## config.mk

```make
export PLATFORM = sky130hd
export DESIGN_NAME = fpa_issue_arbiter
export DESIGN_NICKNAME = d
export VERILOG_FILES = /design/src/rtl/fpa_ctrl_pkg.sv /design/src/rtl/rr_arbiter.sv /design/src/rtl/fpa_issue_arbiter.sv
export SDC_FILE = /design/constraint.sdc
export NUM_CORES = 1
export LEC_CHECK = 0
export ABC_CLOCK_PERIOD_IN_PS = 11100
export CAP_MARGIN = 20
export CORE_AREA = 2 2 169 171
export DETAILED_ROUTE_END_ITERATION = 12
export DIE_AREA = 0 0 171 173
export DONT_BUFFER_PORTS = 1
export GPL_ROUTABILITY_DRIVEN = 0
export HOLD_SLACK_MARGIN = 0.05
export PLACE_DENSITY = 0.32
export SLEW_MARGIN = 20
export SYNTH_ARGS = -nofsm -noshare
export SYNTH_HDL_FRONTEND = slang
export SYNTH_HIERARCHICAL = 1
export SYNTH_SLANG_ARGS = --single-unit
export TNS_END_PERCENT = 10
```

## constraint.sdc

```tcl
create_clock -name clk -period 11.1 [get_ports clk]
set_clock_uncertainty 0.05 [all_clocks]
set_input_delay 1.11 -clock clk [delete_from_list [all_inputs] [get_ports clk]]
set_output_delay 1.11 -clock clk [all_outputs]
set_load 0.03 [all_outputs]
```

## src/rtl/fpa_ctrl_pkg.sv

```systemverilog
// -----------------------------------------------------------------------------
// fpa_ctrl_pkg
//   Shared constants and types for the FP-adder issue control logic.
//   FPA_LAT : adder latency in cycles, counted from the issue handshake
//   FP_DW   : operand/result width (IEEE-754 single)
//   TAG_W   : destination-register tag width
//   LANE_W  : lane index width, wide enough for up to 8 issue lanes
//   fpa_shadow_t : {valid, lane, tag} bookkeeping that travels beside an op
// -----------------------------------------------------------------------------
package fpa_ctrl_pkg;

   localparam int FPA_LAT = 4;
   localparam int FP_DW   = 32;
   localparam int TAG_W   = 5;
   localparam int LANE_W  = 3;

   typedef struct packed {
      logic              valid;
      logic [LANE_W-1:0] lane;
      logic [TAG_W-1:0]  tag;
   } fpa_shadow_t;

endpackage

```

## src/rtl/rr_arbiter.sv

```systemverilog
// -----------------------------------------------------------------------------
// rr_arbiter
//   Combinational round-robin pick. The search starts at ptr+1 and wraps, so
//   the lane named by ptr (the previous winner) has the lowest priority.
//   Ports:
//     req   in  N   request vector
//     ptr   in  IW  index of the last granted lane
//     grant out N   one-hot winner (all zero when nothing requests)
//     idx   out IW  encoded winner
//     any   out 1   some lane won
// -----------------------------------------------------------------------------
module rr_arbiter #(
   parameter int N  = 4,
   parameter int IW = (N > 1) ? $clog2(N) : 1
) (
   input  logic [N-1:0]  req,
   input  logic [IW-1:0] ptr,
   output logic [N-1:0]  grant,
   output logic [IW-1:0] idx,
   output logic          any
);

   function automatic int lane_at(input logic [IW-1:0] p, input int k);
      return (int'(p) + k) % N;
   endfunction

   always_comb begin
      // NOTE: every output gets a default before the search so no path leaves one unassigned (no latch).
      grant = '0;
      idx   = '0;
      any   = 1'b0;
      for (int k = 1; k <= N; k++) begin
         if (!any && req[lane_at(ptr, k)]) begin
            any                   = 1'b1;
            grant[lane_at(ptr, k)] = 1'b1;
            idx                   = IW'(lane_at(ptr, k));
         end
      end
   end

endmodule

```

## src/rtl/fpa_issue_arbiter.sv

```systemverilog
// -----------------------------------------------------------------------------
// fpa_issue_arbiter
//   Shares one free-running FP adder among N_REQ issue lanes. One lane per
//   cycle is granted round-robin; its operands are registered into the adder
//   and {lane, tag} ride a LAT-deep shadow pipe so that each sum is routed back
//   to the lane that issued it. The operand register is the first of the LAT
//   cycles, the shadow stages 1..LAT-1 cover the adder's internal stages.
//   Ports:
//     clk, rst_n          clock / asynchronous active-low reset
//     flush               kill every in-flight op, block this cycle's grant
//     req_valid/sub/a/b/tag  per-lane request (lane i at [i*W +: W])
//     req_ready           one-hot grant
//     fpa_a, fpa_b        registered adder operands (B sign flipped for sub)
//     fpa_sum             adder result
//     rsp_valid/data/tag  one-hot returning lane, its sum and tag
//     busy                any op in flight
// -----------------------------------------------------------------------------
module fpa_issue_arbiter
   import fpa_ctrl_pkg::*;
#(
   parameter int N_REQ = 4,
   parameter int LAT   = FPA_LAT,
   parameter int DW    = FP_DW,
   parameter int TAGW  = TAG_W
) (
   input  logic                  clk,
   input  logic                  rst_n,
   input  logic                  flush,
   input  logic [N_REQ-1:0]      req_valid,
   input  logic [N_REQ-1:0]      req_sub,
   input  logic [N_REQ*DW-1:0]   req_a,
   input  logic [N_REQ*DW-1:0]   req_b,
   input  logic [N_REQ*TAGW-1:0] req_tag,
   output logic [N_REQ-1:0]      req_ready,
   output logic [DW-1:0]         fpa_a,
   output logic [DW-1:0]         fpa_b,
   input  logic [DW-1:0]         fpa_sum,
   output logic [N_REQ-1:0]      rsp_valid,
   output logic [DW-1:0]         rsp_data,
   output logic [TAGW-1:0]       rsp_tag,
   output logic                  busy
);

   localparam int IW = $clog2(N_REQ);

   logic [IW-1:0]    ptr;
   logic [N_REQ-1:0] win_onehot;
   logic [IW-1:0]    win_idx;
   logic             win_any;
   logic             hs;
   fpa_shadow_t      shadow [LAT];

   rr_arbiter #(.N(N_REQ), .IW(IW)) u_arb (
      .req   (req_valid),
      .ptr   (ptr),
      .grant (win_onehot),
      .idx   (win_idx),
      .any   (win_any)
   );

   // A flush cycle never grants, so a mispredicted op cannot slip in behind it.
   assign req_ready = flush ? '0 : win_onehot;
   assign hs        = win_any & ~flush;

   // Operands and pointer only move on a handshake; otherwise they hold.
   always_ff @(posedge clk or negedge rst_n) begin
      if (!rst_n) begin
         ptr   <= IW'(N_REQ - 1);
         fpa_a <= '0;
         fpa_b <= '0;
      end else if (hs) begin
         // NOTE: non-blocking assignments keep every register sampling pre-edge values.
         ptr   <= win_idx;
         fpa_a <= req_a[win_idx*DW +: DW];
         fpa_b <= req_b[win_idx*DW +: DW] ^ {req_sub[win_idx], {(DW-1){1'b0}}};
      end
   end

   // Shadow pipe: shifts every cycle, never stalls; flush clears the valids.
   always_ff @(posedge clk or negedge rst_n) begin
      if (!rst_n) begin
         // NOTE: only the valid bits need reset; lane/tag are ignored while invalid.
         for (int k = 0; k < LAT; k++) shadow[k].valid <= 1'b0;
      end else begin
         shadow[0].valid <= hs;
         shadow[0].lane  <= LANE_W'(win_idx);
         shadow[0].tag   <= req_tag[win_idx*TAGW +: TAGW];
         for (int k = 1; k < LAT; k++) begin
            shadow[k]       <= shadow[k-1];
            shadow[k].valid <= shadow[k-1].valid & ~flush;
         end
      end
   end

   // The last stage is committed: it still returns even in a flush cycle.
   always_comb begin
      rsp_valid = '0;
      rsp_data  = '0;
      rsp_tag   = '0;
      if (shadow[LAT-1].valid) begin
         rsp_valid[shadow[LAT-1].lane[IW-1:0]] = 1'b1;
         rsp_data                              = fpa_sum;
         rsp_tag                               = shadow[LAT-1].tag;
      end
   end

   always_comb begin
      busy = 1'b0;
      for (int k = 0; k < LAT; k++) busy = busy | shadow[k].valid;
   end

endmodule

```

==> run_results.csv <==
group,metric,value,unit
cells_and_area,area_growth,8.76,%
timing,fmax,0.226,GHz
synth,yosysWarnings,6,
floorplanning,die_w,171,um
drt,wl,20600,um
drt,drt_iter0_markers,177,
floorplanning,dieArea,29600,um2
cts,clk_path_buf_depth,2,
synth,synth_cells,403,
synth,synth_cell_types,41,
worst_hold_path,hp-class,"reg -> reg",
floorplanning,pin_count,429,
power,powerDensity,325,nW/um2
synth,syn-num-nets,730,
power,ir_worst_vdd,163,uV
global_routing,globalRouteOverflowTotal,0,
outcome,outcome,"complete, no violations",
synth,ys.flop_type,"dfrtp_1",
timing,tns,0,ps
cells_and_area,final_util,25.0,%
drt,avgRoutedWirePerCell,26.7,um
global_routing,grt_pass1_wl,28200,um
cts,clk_pin_slew_worst_paths,80,ps
job,cap_violations,0,
synth,ys_ff_latch,98,
timing,finalHoldViolations,0,
timing,maxSlewViolCount,0,
synth,synth_top_area_share,26.8,%
cts,post_cts_buffers,0,
floorplanning,start_util,23.0,%
synth,synth-edff-count,28,
cells_and_area,num-fill-cells,2862,
timing,period_share,39.9,%
drt,drc,0,
timing,setup_viol,0,
cts,holdBufCountCts,0,
synth,ys_seq_area_share,40.8,%
floorplanning,design.core.area,27600,um2
synth,synthArstFlopShare,71.4,%
synth,synth_area,6360,um2
placed_design,place_worst_setup_slack,6910,ps
timing,finalCriticalPeriod,4430,ps
timing,slew_headroom,36.1,%
worst_setup_path,crit_path_start_kind,"flip-flop",
worst_setup_path,worstPathMaxFanout,21,
cells_and_area,multi_input_area,3470,um2
floorplanning,fp-row-count,61,
drt,antenna_left,0,
cells_and_area,fin_nets,711,
worst_setup_path,criticalPathCategory,"reg -> out",
cts,cts_tree,"yes",
drt,drt-pass1-iter-count,5,
cts,cts_buffers,9,
global_routing,grt_pass1_vias,4128,
placed_design,io_buffers,0,
global_routing,grt.total_usage,13.2,%
cells_and_area,seqCellArea,2590,um2
floorplanning,fp.dieH,173,um
synth,syn_area_per_cell,15.8,um2
worst_setup_path,cp.required,9940,ps
worst_setup_path,cp-end-kind,"output pin",
drt,routed_via_density,4.83,
global_routing,grt_max_degree,99,
timing,worst_slack,6670,ps
cts,cts.sinks,98,
global_routing,antenna_found_initial,8,
timing,rsz0062_at_grt,"false",
placed_design,place_hpwl,16000,um
cts,htree_levels,3,
worst_setup_path,cp.arrival,3270,ps
cts,clk_root_buffer_cell,"clkbuf_16",
power,power.leakage,2.61,nW
drt,num_vias,3732,
cts,clk_latency,340,ps
cells_and_area,final_layout_size_suffix_gt1_share,42.2,%
timing,tightestPinTransition,956,ps
synth,synth.area.top_cells,"dfrtp_1 (27%), mux4_2 (25%), mux2_4 (15%)",
cts,cts_resized,0,
synth,synth_top_cell_by_area,"dfrtp_1",
worst_setup_path,worst-r2r-setup-slack,6980,ps
-- worst max-delay path, cell delays in order (launching register included) --
cell	delay, ps
dfstp_2	830
inv_1	190
ha_1	470
inv_1	260
a31oi_1	220
o31ai_1	320
a2111o_1	150
nor2b_1	480
-- path summary, 6_finish.rpt --
path	endpoint	depth (start not counted)	start
max	req_ready[2]	7	ptr[0]
min	shadow[10]	0	shadow[19]
max reg2reg	fpa_b[29]	9	ptr[0]
min reg2reg	shadow[10]	0	shadow[19]
max in group asynchronous	ptr[1]	0	rst_n
min in group asynchronous	fpa_a[22]	0	rst_n
-- where the power goes --
group	leakage (nW)	switching, W	total (W)	internal [W]
combinational	1.38	0.000414	0.00101	0.000599
sequential	1.09	0.000387	0.000919	0.000532
clock	0.141	0.000159	0.000315	0.000157
-- sequential cells by signal, indices dropped and copies added, names as in the netlist --
signal and flops:
ptr 2, shadow 32, fpa_a 32, fpa_b 32
-- placed cells by master (no fill, tap or decap), types with 5 or more instances in the layout --
cell / n
nor2_1: 7
inv_1: 8
mux4_2: 71
nor2b_1: 7
nand4_1: 6
a21oi_1: 5
diode_2: 6
a31oi_1: 5
nand2_1: 8
edfxtp_1: 28
and2_1: 37
ha_1: 8
buf_4: 6
dfrtp_1: 68
mux2_4: 63
clkbuf_16: 9
-- synthesized netlist by cell type (5+ instances only) --
master,instances
ha_1,8
mux2_4,63
a21oi_1,5
buf_2,10
inv_1,8
nor2_1,7
dfrtp_1,68
buf_12,7
mux4_2,71
and2_1,37
a31oi_1,5
nand4_1,6
clkbuf_1,13
nor2b_1,8
edfxtp_1,28
nand2_1,8
-- final cells by class --
type	count	share of cell area, %
Sequential cell	98	37.5
Clock inverter	7	0.814
Antenna cell	6	0.217
Timing Repair Buffer	6	0.652
Multi-Input combinational cell	261	50.2
Inverter	8	0.434
Tap cell	378	6.84
Clock buffer	9	3.26
-- per-layer routing --
layer	track usage [%]	share of wire (%)
met1	14.7	37
met2	23.7	52
met3	4.33	9.4
met4	3.81	1.6
met5	0	0.034
-- stage by stage --
step	instances	instance area (um2)	total power, W	hold slack (ps)
after floorplan	403	6360	0.00183	350
after global placement	751	6620	0.00197	351
after detailed placement	751	6620	0.00197	355
after CTS	767	6900	0.00231	372
after global routing	771	6910	0.00239	363
final	773	6910	0.00225	369
-- cell families (layout without fill, tap and decap cells) --
logic type / after synthesis / after routing / synth area share [%]
AO/OA/AOI/OAI: 28 / 28 / 3.31
buffers and inverters: 44 / 30 / 5.12
flip-flops: 98 / 98 / 40.8
other: 0 / 6 / 0
AND/OR/NAND/NOR: 81 / 81 / 7.58
XOR/XNOR: 4 / 4 / 0.551
adder cells (fa/ha/maj): 8 / 8 / 1.57
multiplexers: 140 / 140 / 41.0
(Power assumes the default switching activity.)
